--- src/rtl/rfblackwidow_cmp_seq_if.sv ---
// rtl/rfblackwidow_cmp_seq_if.sv - request/response bundle for the chunk-serial compare engine
interface rfblackwidow_cmp_seq_if #(
   parameter int LANES = 4,
   parameter int WID   = 64,
   parameter int TAGW  = 4
);
   logic                  in_valid_i;
   logic                  in_ready_o;
   logic [2:0]            op_i;
   logic                  signed_i;
   logic                  use_imm_i;
   logic [LANES*WID-1:0]  a_i;
   logic [LANES*WID-1:0]  b_i;
   logic [WID-1:0]        imm_i;
   logic [LANES-1:0]      lane_en_i;
   logic [TAGW-1:0]       tag_i;
   logic                  out_valid_o;
   logic                  out_ready_i;
   logic [LANES-1:0]      res_o;
   logic [TAGW-1:0]       tag_o;

   modport master (
      output in_valid_i, op_i, signed_i, use_imm_i, a_i, b_i, imm_i, lane_en_i, tag_i, out_ready_i,
      input  in_ready_o, out_valid_o, res_o, tag_o
   );

   modport slave (
      input  in_valid_i, op_i, signed_i, use_imm_i, a_i, b_i, imm_i, lane_en_i, tag_i, out_ready_i,
      output in_ready_o, out_valid_o, res_o, tag_o
   );
endinterface

--- src/rtl/rfblackwidow_cmp_seq.sv ---
// rtl/rfblackwidow_cmp_seq.sv - multi-lane MSB-chunk-first compare engine with early-out
module rfblackwidow_cmp_seq #(
   parameter int LANES = 4,
   parameter int WID   = 64,
   parameter int CHUNK = 16,
   parameter int TAGW  = 4
) (
   input logic                   clk_i,
   input logic                   rst_ni,
   rfblackwidow_cmp_seq_if.slave bus
);
   localparam int NCHUNK = WID / CHUNK;
   localparam int IW     = (NCHUNK > 1) ? $clog2(NCHUNK) : 1;
   localparam logic [IW-1:0] TOP = IW'(NCHUNK - 1);

   generate
      if (WID % CHUNK != 0) begin : g_bad_chunk
         $error("WID must be a multiple of CHUNK");
      end
   endgenerate

   typedef enum logic [1:0] {IDLE, RUN, DONE} state_t;

   state_t               state;
   logic                 in_ready_q, out_valid_q;
   logic [LANES-1:0]     res_q;
   logic [TAGW-1:0]      tag_out_q, tag_q;
   logic [LANES*WID-1:0] a_q, b_q;
   logic [2:0]           op_q;
   logic                 sgn_q;
   logic [LANES-1:0]     en_q, dec_q, lt_q;
   logic [IW-1:0]        idx_q;

   logic [LANES-1:0]     dec_n, lt_n, res_n;
   logic [CHUNK-1:0]     a_c, b_c;
   logic                 eq, last;

   // Lanes already decided keep their verdict; only the first unequal chunk counts.
   always_comb begin
      dec_n = dec_q;
      lt_n  = lt_q;
      res_n = '0;
      a_c   = '0;
      b_c   = '0;
      eq    = 1'b0;
      for (int l = 0; l < LANES; l++) begin
         a_c = a_q[l*WID + int'(idx_q)*CHUNK +: CHUNK];
         b_c = b_q[l*WID + int'(idx_q)*CHUNK +: CHUNK];
         if (sgn_q && idx_q == TOP) begin
            a_c[CHUNK-1] = ~a_c[CHUNK-1];
            b_c[CHUNK-1] = ~b_c[CHUNK-1];
         end
         if (en_q[l] && !dec_q[l] && a_c != b_c) begin
            dec_n[l] = 1'b1;
            lt_n[l]  = a_c < b_c;
         end
         eq = !dec_n[l];
         case (op_q)
            3'd0:    res_n[l] = en_q[l] & eq;
            3'd1:    res_n[l] = en_q[l] & !eq;
            3'd2:    res_n[l] = en_q[l] & lt_n[l];
            3'd3:    res_n[l] = en_q[l] & !lt_n[l];
            3'd4:    res_n[l] = en_q[l] & (lt_n[l] | eq);
            3'd5:    res_n[l] = en_q[l] & !lt_n[l] & !eq;
            default: res_n[l] = 1'b0;
         endcase
      end
      last = (idx_q == '0) || (&(dec_n | ~en_q));
   end

   always_ff @(posedge clk_i or negedge rst_ni) begin
      if (!rst_ni) begin
         state       <= IDLE;
         in_ready_q  <= 1'b1;
         out_valid_q <= 1'b0;
         res_q       <= '0;
         tag_out_q   <= '0;
         tag_q       <= '0;
         a_q         <= '0;
         b_q         <= '0;
         op_q        <= '0;
         sgn_q       <= 1'b0;
         en_q        <= '0;
         dec_q       <= '0;
         lt_q        <= '0;
         idx_q       <= '0;
      end else begin
         case (state)
            IDLE: begin
               if (bus.in_valid_i && in_ready_q) begin
                  a_q        <= bus.a_i;
                  b_q        <= bus.use_imm_i ? {LANES{bus.imm_i}} : bus.b_i;
                  op_q       <= bus.op_i;
                  sgn_q      <= bus.signed_i;
                  en_q       <= bus.lane_en_i;
                  tag_q      <= bus.tag_i;
                  dec_q      <= '0;
                  lt_q       <= '0;
                  idx_q      <= TOP;
                  in_ready_q <= 1'b0;
                  state      <= RUN;
               end
            end
            RUN: begin
               dec_q <= dec_n;
               lt_q  <= lt_n;
               if (last) begin
                  res_q       <= res_n;
                  tag_out_q   <= tag_q;
                  out_valid_q <= 1'b1;
                  state       <= DONE;
               end else begin
                  idx_q <= idx_q - 1'b1;
               end
            end
            DONE: begin
               if (bus.out_ready_i) begin
                  out_valid_q <= 1'b0;
                  in_ready_q  <= 1'b1;
                  state       <= IDLE;
               end
            end
            default: state <= IDLE;
         endcase
      end
   end

   assign bus.in_ready_o  = in_ready_q;
   assign bus.out_valid_o = out_valid_q;
   assign bus.res_o       = res_q;
   assign bus.tag_o       = tag_out_q;
endmodule

--- src/flat_wrapper.sv ---
// flat-port wrapper written by rule: the top's interface ports become plain ports
module rfblackwidow_cmp_seq_flat 
#(
   parameter int LANES = 4,
   parameter int WID   = 64,
   parameter int CHUNK = 16,
   parameter int TAGW  = 4
)
  (clk_i, rst_ni, bus_in_valid_i, bus_op_i, bus_signed_i, bus_use_imm_i, bus_a_i, bus_b_i, bus_imm_i, bus_lane_en_i, bus_tag_i, bus_out_ready_i, bus_in_ready_o, bus_out_valid_o, bus_res_o, bus_tag_o);
  rfblackwidow_cmp_seq_if #(.LANES(LANES), .WID(WID), .TAGW(TAGW)) bus_i ();
  input logic clk_i;
  input logic rst_ni;
  input wire logic [$bits(bus_i.in_valid_i)-1:0] bus_in_valid_i;
  input wire logic [$bits(bus_i.op_i)-1:0] bus_op_i;
  input wire logic [$bits(bus_i.signed_i)-1:0] bus_signed_i;
  input wire logic [$bits(bus_i.use_imm_i)-1:0] bus_use_imm_i;
  input wire logic [$bits(bus_i.a_i)-1:0] bus_a_i;
  input wire logic [$bits(bus_i.b_i)-1:0] bus_b_i;
  input wire logic [$bits(bus_i.imm_i)-1:0] bus_imm_i;
  input wire logic [$bits(bus_i.lane_en_i)-1:0] bus_lane_en_i;
  input wire logic [$bits(bus_i.tag_i)-1:0] bus_tag_i;
  input wire logic [$bits(bus_i.out_ready_i)-1:0] bus_out_ready_i;
  output wire logic [$bits(bus_i.in_ready_o)-1:0] bus_in_ready_o;
  output wire logic [$bits(bus_i.out_valid_o)-1:0] bus_out_valid_o;
  output wire logic [$bits(bus_i.res_o)-1:0] bus_res_o;
  output wire logic [$bits(bus_i.tag_o)-1:0] bus_tag_o;
  assign bus_i.in_valid_i = bus_in_valid_i;
  assign bus_i.op_i = bus_op_i;
  assign bus_i.signed_i = bus_signed_i;
  assign bus_i.use_imm_i = bus_use_imm_i;
  assign bus_i.a_i = bus_a_i;
  assign bus_i.b_i = bus_b_i;
  assign bus_i.imm_i = bus_imm_i;
  assign bus_i.lane_en_i = bus_lane_en_i;
  assign bus_i.tag_i = bus_tag_i;
  assign bus_i.out_ready_i = bus_out_ready_i;
  assign bus_in_ready_o = bus_i.in_ready_o;
  assign bus_out_valid_o = bus_i.out_valid_o;
  assign bus_res_o = bus_i.res_o;
  assign bus_tag_o = bus_i.tag_o;
  rfblackwidow_cmp_seq #(.LANES(LANES), .WID(WID), .CHUNK(CHUNK), .TAGW(TAGW)) u_core (.clk_i(clk_i), .rst_ni(rst_ni), .bus(bus_i));
endmodule
--- config.mk ---
export PLATFORM = sky130hd
export DESIGN_NAME = rfblackwidow_cmp_seq_flat
export DESIGN_NICKNAME = d
export VERILOG_FILES = /design/src/rtl/rfblackwidow_cmp_seq_if.sv /design/src/rtl/rfblackwidow_cmp_seq.sv /design/src/flat_wrapper.sv
export SDC_FILE = /design/constraint.sdc
export NUM_CORES = 1
export LEC_CHECK = 0
export CAP_MARGIN = 20
export CELL_PAD_IN_SITES_DETAIL_PLACEMENT = 1
export CELL_PAD_IN_SITES_GLOBAL_PLACEMENT = 1
export CORE_MARGIN = 4
export CORE_UTILIZATION = 42
export DETAILED_ROUTE_END_ITERATION = 10
export HOLD_SLACK_MARGIN = 0.03
export PLACE_DENSITY = 0.9
export RECOVER_POWER = 50
export SYNTH_ARGS = -nofsm -noshare
export SYNTH_HDL_FRONTEND = slang
export SYNTH_SLANG_ARGS = --single-unit
--- constraint.sdc ---
create_clock -name clk_i -period 6 [get_ports clk_i]
set_clock_uncertainty 0.05 [all_clocks]
set_input_delay 1.2 -clock clk_i [delete_from_list [all_inputs] [get_ports clk_i]]
set_output_delay 1.2 -clock clk_i [all_outputs]
set_load 0.005 [all_outputs]
==> run_results.csv, run 1 <==
group,metric,value,unit
run_status,status,"complete, but fails checks",
run_status,violations,"max-capacitance violations, max-slew violations",
critical_path,crit_top_cell,"ha_1",
critical_path,cpLargestDelayFamily,"simple AND/OR/NAND/NOR gates",
power,swShare,37.3,%
critical_path,r2r-start,"u_core.idx_q[0]",
clocking,clk_pin_slew_worst_paths,0.06,ns
synthesis,synth_area,0.0274,mm2
place,place.gp.congestion,0.899,
place,dp_hpwl,88600,um
drt,post-route-drc-count,0,
place,dp_cells,4073,
place,portBuffers,602,
floorplanning,rows,93,
clocking,clk_latency,0.63,ns
power,p_per_area,494,mW/mm2
layout,final_cells,4218,
clocking,postCtsSetupBuffers,0,
layout,fin_area,0.0364,mm2
synthesis,synth_nets,3423,
layout,drive_gt1_share,8.38,%
critical_path,crit_buf_inv,0,
layout,post-route-util,56.4,%
critical_path,cp_max_fo,34,
sta,report.final.slew_viol_count,210,
synthesis,ys_seq_area_share,49.8,%
floorplanning,core,0.0646,mm2
clocking,cts-resized-gates,0,
sta,rsz0062_at_grt,"no",
drt,drt_iter0_drc,2052,
critical_path,cp-start-kind,"register",
sta,setup_viol,0,
critical_path,crit_start,"u_core.idx_q[0]",
sta,max_freq,199,MHz
drt,drt.antenna.violating_nets,0,
sta,layout_min_cycle_time,5.04,ns
place,dp_slack,1.01,ns
synthesis,yosysWarnings,0,
critical_path,path_cells,"ha_1 > nand2_1 > xor2_1 > ha_1 > nand4_1 > nor4_1 > or2b_1 > a31oi_1 > nand2b_1 > mux2_2",
place,dpl_cell_area,0.0342,mm2
grt,grt-ovfl-total,0,
synthesis,syn_avg_cell_area,9.92,um2
power,p_seq_share,38.6,%
power,p_switching,6.70,mW
sta,finalHoldViolations,0,
power,p_leak,17.4,nW
floorplanning,die_y,264,um
critical_path,crit_cells,10,
synthesis,synthArstFlopShare,100,%
clocking,clkSinkCount,546,
floorplanning,initial_utilization,42.5,%
worst_hold_path,hold_path.class,"register to register",
sta,period_share,84.0,%
layout,multiInputGateArea,0.0128,mm2
critical_path,r2r_slack,0.96,ns
synthesis,syn_inst,2764,
floorplanning,die_area,0.0694,mm2
grt,grt_max_degree,257,
critical_path,worstPathRequired,6.45,ns
grt,grt_use_total,34.0,%
power,pwr-share-clk,22.8,%
drt,vias,24000,
drt,drt-total-wl,121000,um
clocking,htreeDepth,2,
power,cell_internal_pwr,11.3,mW
synthesis,synth_flop_cell,"dfrtp_1",
power,power_frac_comb,38.6,%
critical_path,reg2reg_depth,10,
power,ir_drop,0.000285,V
critical_path,worst_r2r_endpoint,"u_core.bus.tag_o[2]",
drt,drt-pass1-iter-count,5,
floorplanning,die_x,264,um
critical_path,end_kind,"register",
critical_path,cp-endpoint,"u_core.bus.tag_o[2]",
critical_path,critPathSlowestCell,"dfrtp_4",
clocking,cts_buffer_depth,3,
synthesis,synth_edf_count,0,
grt,grt_pass1_vias,26100,
clocking,numCtsBuffers,59,
layout,finalNetCount,3939,
clocking,cts_root_buf,"clkbuf_16",
synthesis,yosysUniqueCellTypes,49,
layout,fillers,6981,
layout,regArea,0.0137,mm2
drt,avgRoutedWirePerCell,28.7,um
floorplanning,ios,603,
clocking,cts_hold_buf,0,
critical_path,cp.arrival,5.48,ns
grt,grt_pass1_wl,174000,um
critical_path,max_stage_delay,0.94,ns
sta,fin_ws,0.963,ns
flow_run,cap_viol_max_count,3,
synthesis,ys_ff_latch,546,
clocking,cts_tree,"yes",
sta,relSlewSlack,-106,%
sta,fin_tns_setup,0,ns
drt,viasPerCell,5.70,
layout,area_delta_synth_final,32.8,%
grt,antenna_found_initial,43,
critical_path,crit_type,"register to register",
sta,worst_pin_slew,3.09,ns
-- sequential cells by signal, indices dropped and copies added, names as in the netlist --
signal and count:
u_core.a_q 256, u_core.b_q 256, u_core.bus.in_ready_o 1, u_core.bus.out_valid_o 1, u_core.bus.res_o 4, u_core.bus.tag_o 4, u_core.dec_q 4, u_core.en_q 4
u_core.idx_q 2, u_core.lt_q 4, u_core.op_q 3, u_core.sgn_q 1, u_core.state 2, u_core.tag_q 4
-- power by group through the flow --
stage / Sequential (mW) / Clock, mW / Combinational, mW
global placement: 6.78 / 0 / 6.19
global route: 7.08 / 4.29 / 7.67
detailed placement: 6.87 / 0 / 6.76
floorplan: 6.16 / 0 / 4.67
finish: 6.95 / 4.09 / 6.95
CTS: 6.87 / 4.13 / 6.93
-- Yosys cell counts, types with 2 or more instances --
library cell  instances  area (um2)
nor4_1                6        37.5
nand4_2               2        25.0
buf_2                 9        45.0
o311ai_0              3        26.3
a32oi_1               2        17.5
nand3_1               6        30.0
inv_1                67         251
o21ai_0             281        1410
o21a_1                4        30.0
xnor2_1               4        35.0
dfrtp_1             545       13600
nand4_1              15        93.8
nor2_1               22        82.6
or2_2                 2        12.5
nand2b_1              6        37.5
xor2_1                4        35.0
mux2_2                5        56.3
mux2i_1             266        2660
a21oi_1              28         140
a2bb2oi_1             2        17.5
a31oi_1               6        37.5
nand2_1            1081        4060
buf_1                27         101
ha_1                 66         826
o211ai_1              4        30.0
mux4_2              128        2880
a211oi_1              4        30.0
or3_1                 2        12.5
clkbuf_1            138         518
nor3_1                2        10.0
nor2b_1               6        37.5
a21o_1                4        30.0
-- routing by layer --
layer  up-vias  wire length, um  GRT usage, %
met1     12200            44600          41.3
li1      10400                -             -
met2      1082            57200          54.1
met5         -               86             0
met4        14             9300          22.9
met3       328            10100          7.90
-- cell families after synthesis --
kind of cell,count (synthesis),synth area share [%]
buf+inv,242,3.37
simple gates,1160,16.5
compound gates,343,6.62
xor+xnor,8,0.255
flops,546,49.8
mux,399,20.4
fa+ha+maj,66,3.01
-- how the worst min path moves through the flow --
stage | startpoint | to | slack (ns) | depth (start not counted)
2_1_floorplan | u_core.a_q[100] | u_core.a_q[100] | 0.39 | 2
3_3_place_gp | u_core.a_q[130] | u_core.a_q[130] | 0.40 | 2
3_5_place_dp | u_core.a_q[141] | u_core.a_q[141] | 0.41 | 2
4_1_cts | u_core.a_q[162] | u_core.a_q[162] | 0.42 | 2
5_1_grt | u_core.a_q[167] | u_core.a_q[167] | 0.45 | 2
6_report | u_core.a_q[11] | u_core.a_q[11] | 0.42 | 2
-- metrics by stage --
| step | total power, mW | hold WS (ns) |
|---|---|---|
| finish | 18.0 | 0.424 |
| global route | 19.0 | 0.452 |
| CTS | 17.9 | 0.424 |
| detailed placement | 13.6 | 0.409 |
| global placement | 13.0 | 0.403 |
| floorplan | 10.8 | 0.390 |
-- worst reg2reg max path, stage by stage, from the launching register on --
cell and delay, ns:
dfrtp_4 0.94, ha_1 0.27, nand2_1 0.46, xor2_1 0.35, ha_1 0.34, nand4_1 0.22
nor4_1 0.82, or2b_1 0.30, a31oi_1 0.25, nand2b_1 0.53, mux2_2 0.41
-- cells in the final DEF (no fill, tap or decap), types with 22 or more instances in the layout --
master / instances
nand2_1: 1081
clkdlybuf4s50_1: 599
dfrtp_1: 543
o21ai_0: 281
mux2i_1: 266
mux4_2: 128
inv_1: 67
ha_1: 66
clkbuf_16: 61
diode_2: 34
a21oi_1: 28
nor2_1: 22
-- layout make-up --
cell class / count / share of cell area [%]
timing repair buffer: 630 / 17.4
clock buffer: 79 / 4.73
sequential: 546 / 37.5
clock inverter: 31 / 1.21
inverter: 67 / 0.690
tap: 855 / 2.94
multi-input combinational: 1976 / 35.2
antenna: 34 / 0.234
(Power assumes the default switching activity.)
==> inputs of run 2 (changes only) <==
--- a/config.mk
+++ b/config.mk
@@ -9,10 +9,10 @@
 export CELL_PAD_IN_SITES_DETAIL_PLACEMENT = 1
 export CELL_PAD_IN_SITES_GLOBAL_PLACEMENT = 1
 export CORE_MARGIN = 4
-export CORE_UTILIZATION = 42
+export CORE_UTILIZATION = 39
 export DETAILED_ROUTE_END_ITERATION = 10
 export HOLD_SLACK_MARGIN = 0.03
-export PLACE_DENSITY = 0.9
+export PLACE_DENSITY = 0.84
 export RECOVER_POWER = 50
 export SYNTH_ARGS = -nofsm -noshare
 export SYNTH_HDL_FRONTEND = slang
==> constraint.sdc (replaced) <==
create_clock -name clk_i -period 5.2 [get_ports clk_i]
set_clock_uncertainty 0.05 [all_clocks]
set_input_delay 1.04 -clock clk_i [delete_from_list [all_inputs] [get_ports clk_i]]
set_output_delay 1.04 -clock clk_i [all_outputs]
set_load 0.005 [all_outputs]
==> run_results.csv, run 2 (synthesis gave the netlist of run 1 again) <==
group,metric,value,unit
run_status,status,"complete, but fails checks",
run_status,violations,"max-capacitance violations, max-slew violations",
sta,whs,0.425,ns
layout,drive_gt1_share,8.56,%
layout,reg.largest.list,"u_core.a_q (256), u_core.b_q (256)",
sta,rsz0062_at_grt,"no",
drt,drt-pass1-iter-count,5,
critical_path,crit_start,"u_core.idx_q[0]",
critical_path,cp.arrival,4.88,ns
place,dpl_cell_area,0.0345,mm2
clocking,cts_tree,"yes",
drt,viasPerCell,5.50,
place,dp_hpwl,87600,um
drt,vias,23700,
grt,antenna_found_initial,40,
critical_path,crit_type,"register to register",
floorplanning,core,0.0692,mm2
sta,worst_pin_slew,3.16,ns
critical_path,critPathSlowestCell,"dfrtp_4",
worst_hold_path,hold_path.class,"register to register",
critical_path,path_cells,"buf_12 > mux4_2 > xnor2_1 > ha_1 > nand4_1 > nor4_1 > buf_4 > or2b_1 > a31oi_1 > nand2b_1 > mux2_2",
grt,grt_pass1_vias,25400,
sta,max_freq,225,MHz
sta,report.final.slew_viol_count,107,
place,dp_cells,4166,
sta,fin_tns_setup,0,ns
sta,finalHoldViolations,0,
worst_hold_path,holdCritStartpoint,"u_core.a_q[237]",
drt,drt.antenna.violating_nets,0,
critical_path,end_kind,"register",
grt,grt_use_total,30.9,%
drt,drt_iter0_drc,2067,
layout,layout_common_cells,"1,081 x nand2_1, 599 x clkdlybuf4s50_1, 543 x dfrtp_1",
layout,area_delta_synth_final,33.3,%
floorplanning,initial_utilization,39.6,%
clocking,cts_buffer_depth,3,
clocking,cts-resized-gates,0,
power,p_per_area,549,mW/mm2
clocking,cts_hold_buf,0,
place,portBuffers,602,
critical_path,cp_max_fo,36,
critical_path,cpLargestDelayFamily,"simple AND/OR/NAND/NOR gates",
layout,post-route-util,52.8,%
drt,avgRoutedWirePerCell,27.3,um
grt,grt_pass1_wl,169000,um
floorplanning,die_area,0.0746,mm2
drt,drt-total-wl,117000,um
sta,layout_min_cycle_time,4.44,ns
sta,setup_viol,0,
critical_path,max_stage_delay,0.75,ns
clocking,clk_latency,0.63,ns
floorplanning,die_x,273,um
layout,fillers,7675,
place,place.gp.congestion,0.881,
floorplanning,ios,603,
sta,period_share,85.3,%
sta,fin_ws,0.763,ns
floorplanning,rows,96,
flow_run,cap_viol_max_count,1,
clocking,clkSinkCount,546,
clocking,cts_root_buf,"clkbuf_16",
floorplanning,die_y,273,um
power,p_total,20.1,mW
clocking,htreeDepth,2,
layout,finalNetCount,3956,
worst_hold_path,worstHoldPathCells,2,
critical_path,r2r_slack,0.76,ns
drt,post-route-drc-count,0,
clocking,numCtsBuffers,60,
worst_hold_path,whs_endpoint,"u_core.a_q[237]",
sta,relSlewSlack,-111,%
critical_path,cp-start-kind,"register",
critical_path,reg2reg_depth,11,
clocking,clk_pin_slew_worst_paths,0.07,ns
grt,grt_max_degree,152,
critical_path,worstPathRequired,5.65,ns
clocking,postCtsSetupBuffers,0,
layout,fin_area,0.0366,mm2
grt,grt-ovfl-total,0,
power,ir_drop,0.000338,V
critical_path,r2r-start,"u_core.idx_q[0]",
critical_path,worst_r2r_endpoint,"u_core.bus.tag_o[1]",
critical_path,crit_cells,11,
power,p_leak,17.4,nW
critical_path,crit_buf_inv,2,
layout,final_cells,4302,
place,dp_slack,0.787,ns
layout,final_common_cell,"nand2_1",
run 2: changes by cell type in the layout (fill, tap and decap cells not counted), sizes merged:
cell      change
clkinvlp      -2
clkinv        -2
buf          +15
bufinv        -8
diode         -5
clkbuf       +10
run 2: area by class of cell:
type,instances,area (um2),area share [%]
repair buffers,646,6580,18.0
flip-flops and latches,546,13700,37.4
clock buffers,88,1800,4.92
inverters,67,251,0.688
well taps,931,1160,3.19
multi-input cells,1976,12800,35.1
clock inverters,19,183,0.500
diodes,29,72.6,0.199
run 2: routing by layer:
metal	share of wire [%]	global-route usage [%]
met5	0.044	0
met1	39	40.0
met4	5.4	14.9
met2	48	50.3
met3	7.5	5.63
run 2: worst max path at each step:
| stage | to | slack, ns |
|---|---|---|
| 2_1_floorplan | u_core.bus.res_o[3] | 1.22 |
| 3_3_place_gp | u_core.bus.tag_o[2] | 0.88 |
| 3_5_place_dp | u_core.bus.tag_o[1] | 0.79 |
| 4_1_cts | u_core.bus.tag_o[1] | 0.74 |
| 5_1_grt | u_core.a_q[90] | 0.45 |
| 6_report | u_core.bus.tag_o[1] | 0.76 |
run 2: worst reg2reg max path, delay by kind of cell (launching register included):
kind | cells | cell delay [ns]
flops | 1 | 0.75
xor+xnor | 1 | 0.15
buf+inv | 2 | 0.55
compound gates | 1 | 0.28
fa+ha+maj | 1 | 0.35
mux | 2 | 0.98
simple gates | 4 | 1.19
run 2: power breakdown:
group	switching [mW]	total (mW)	internal, mW
combinational	4.05	7.88	3.83
clock	1.82	4.34	2.52
sequential	1.50	7.84	6.34
total	7.37	20.1	12.7
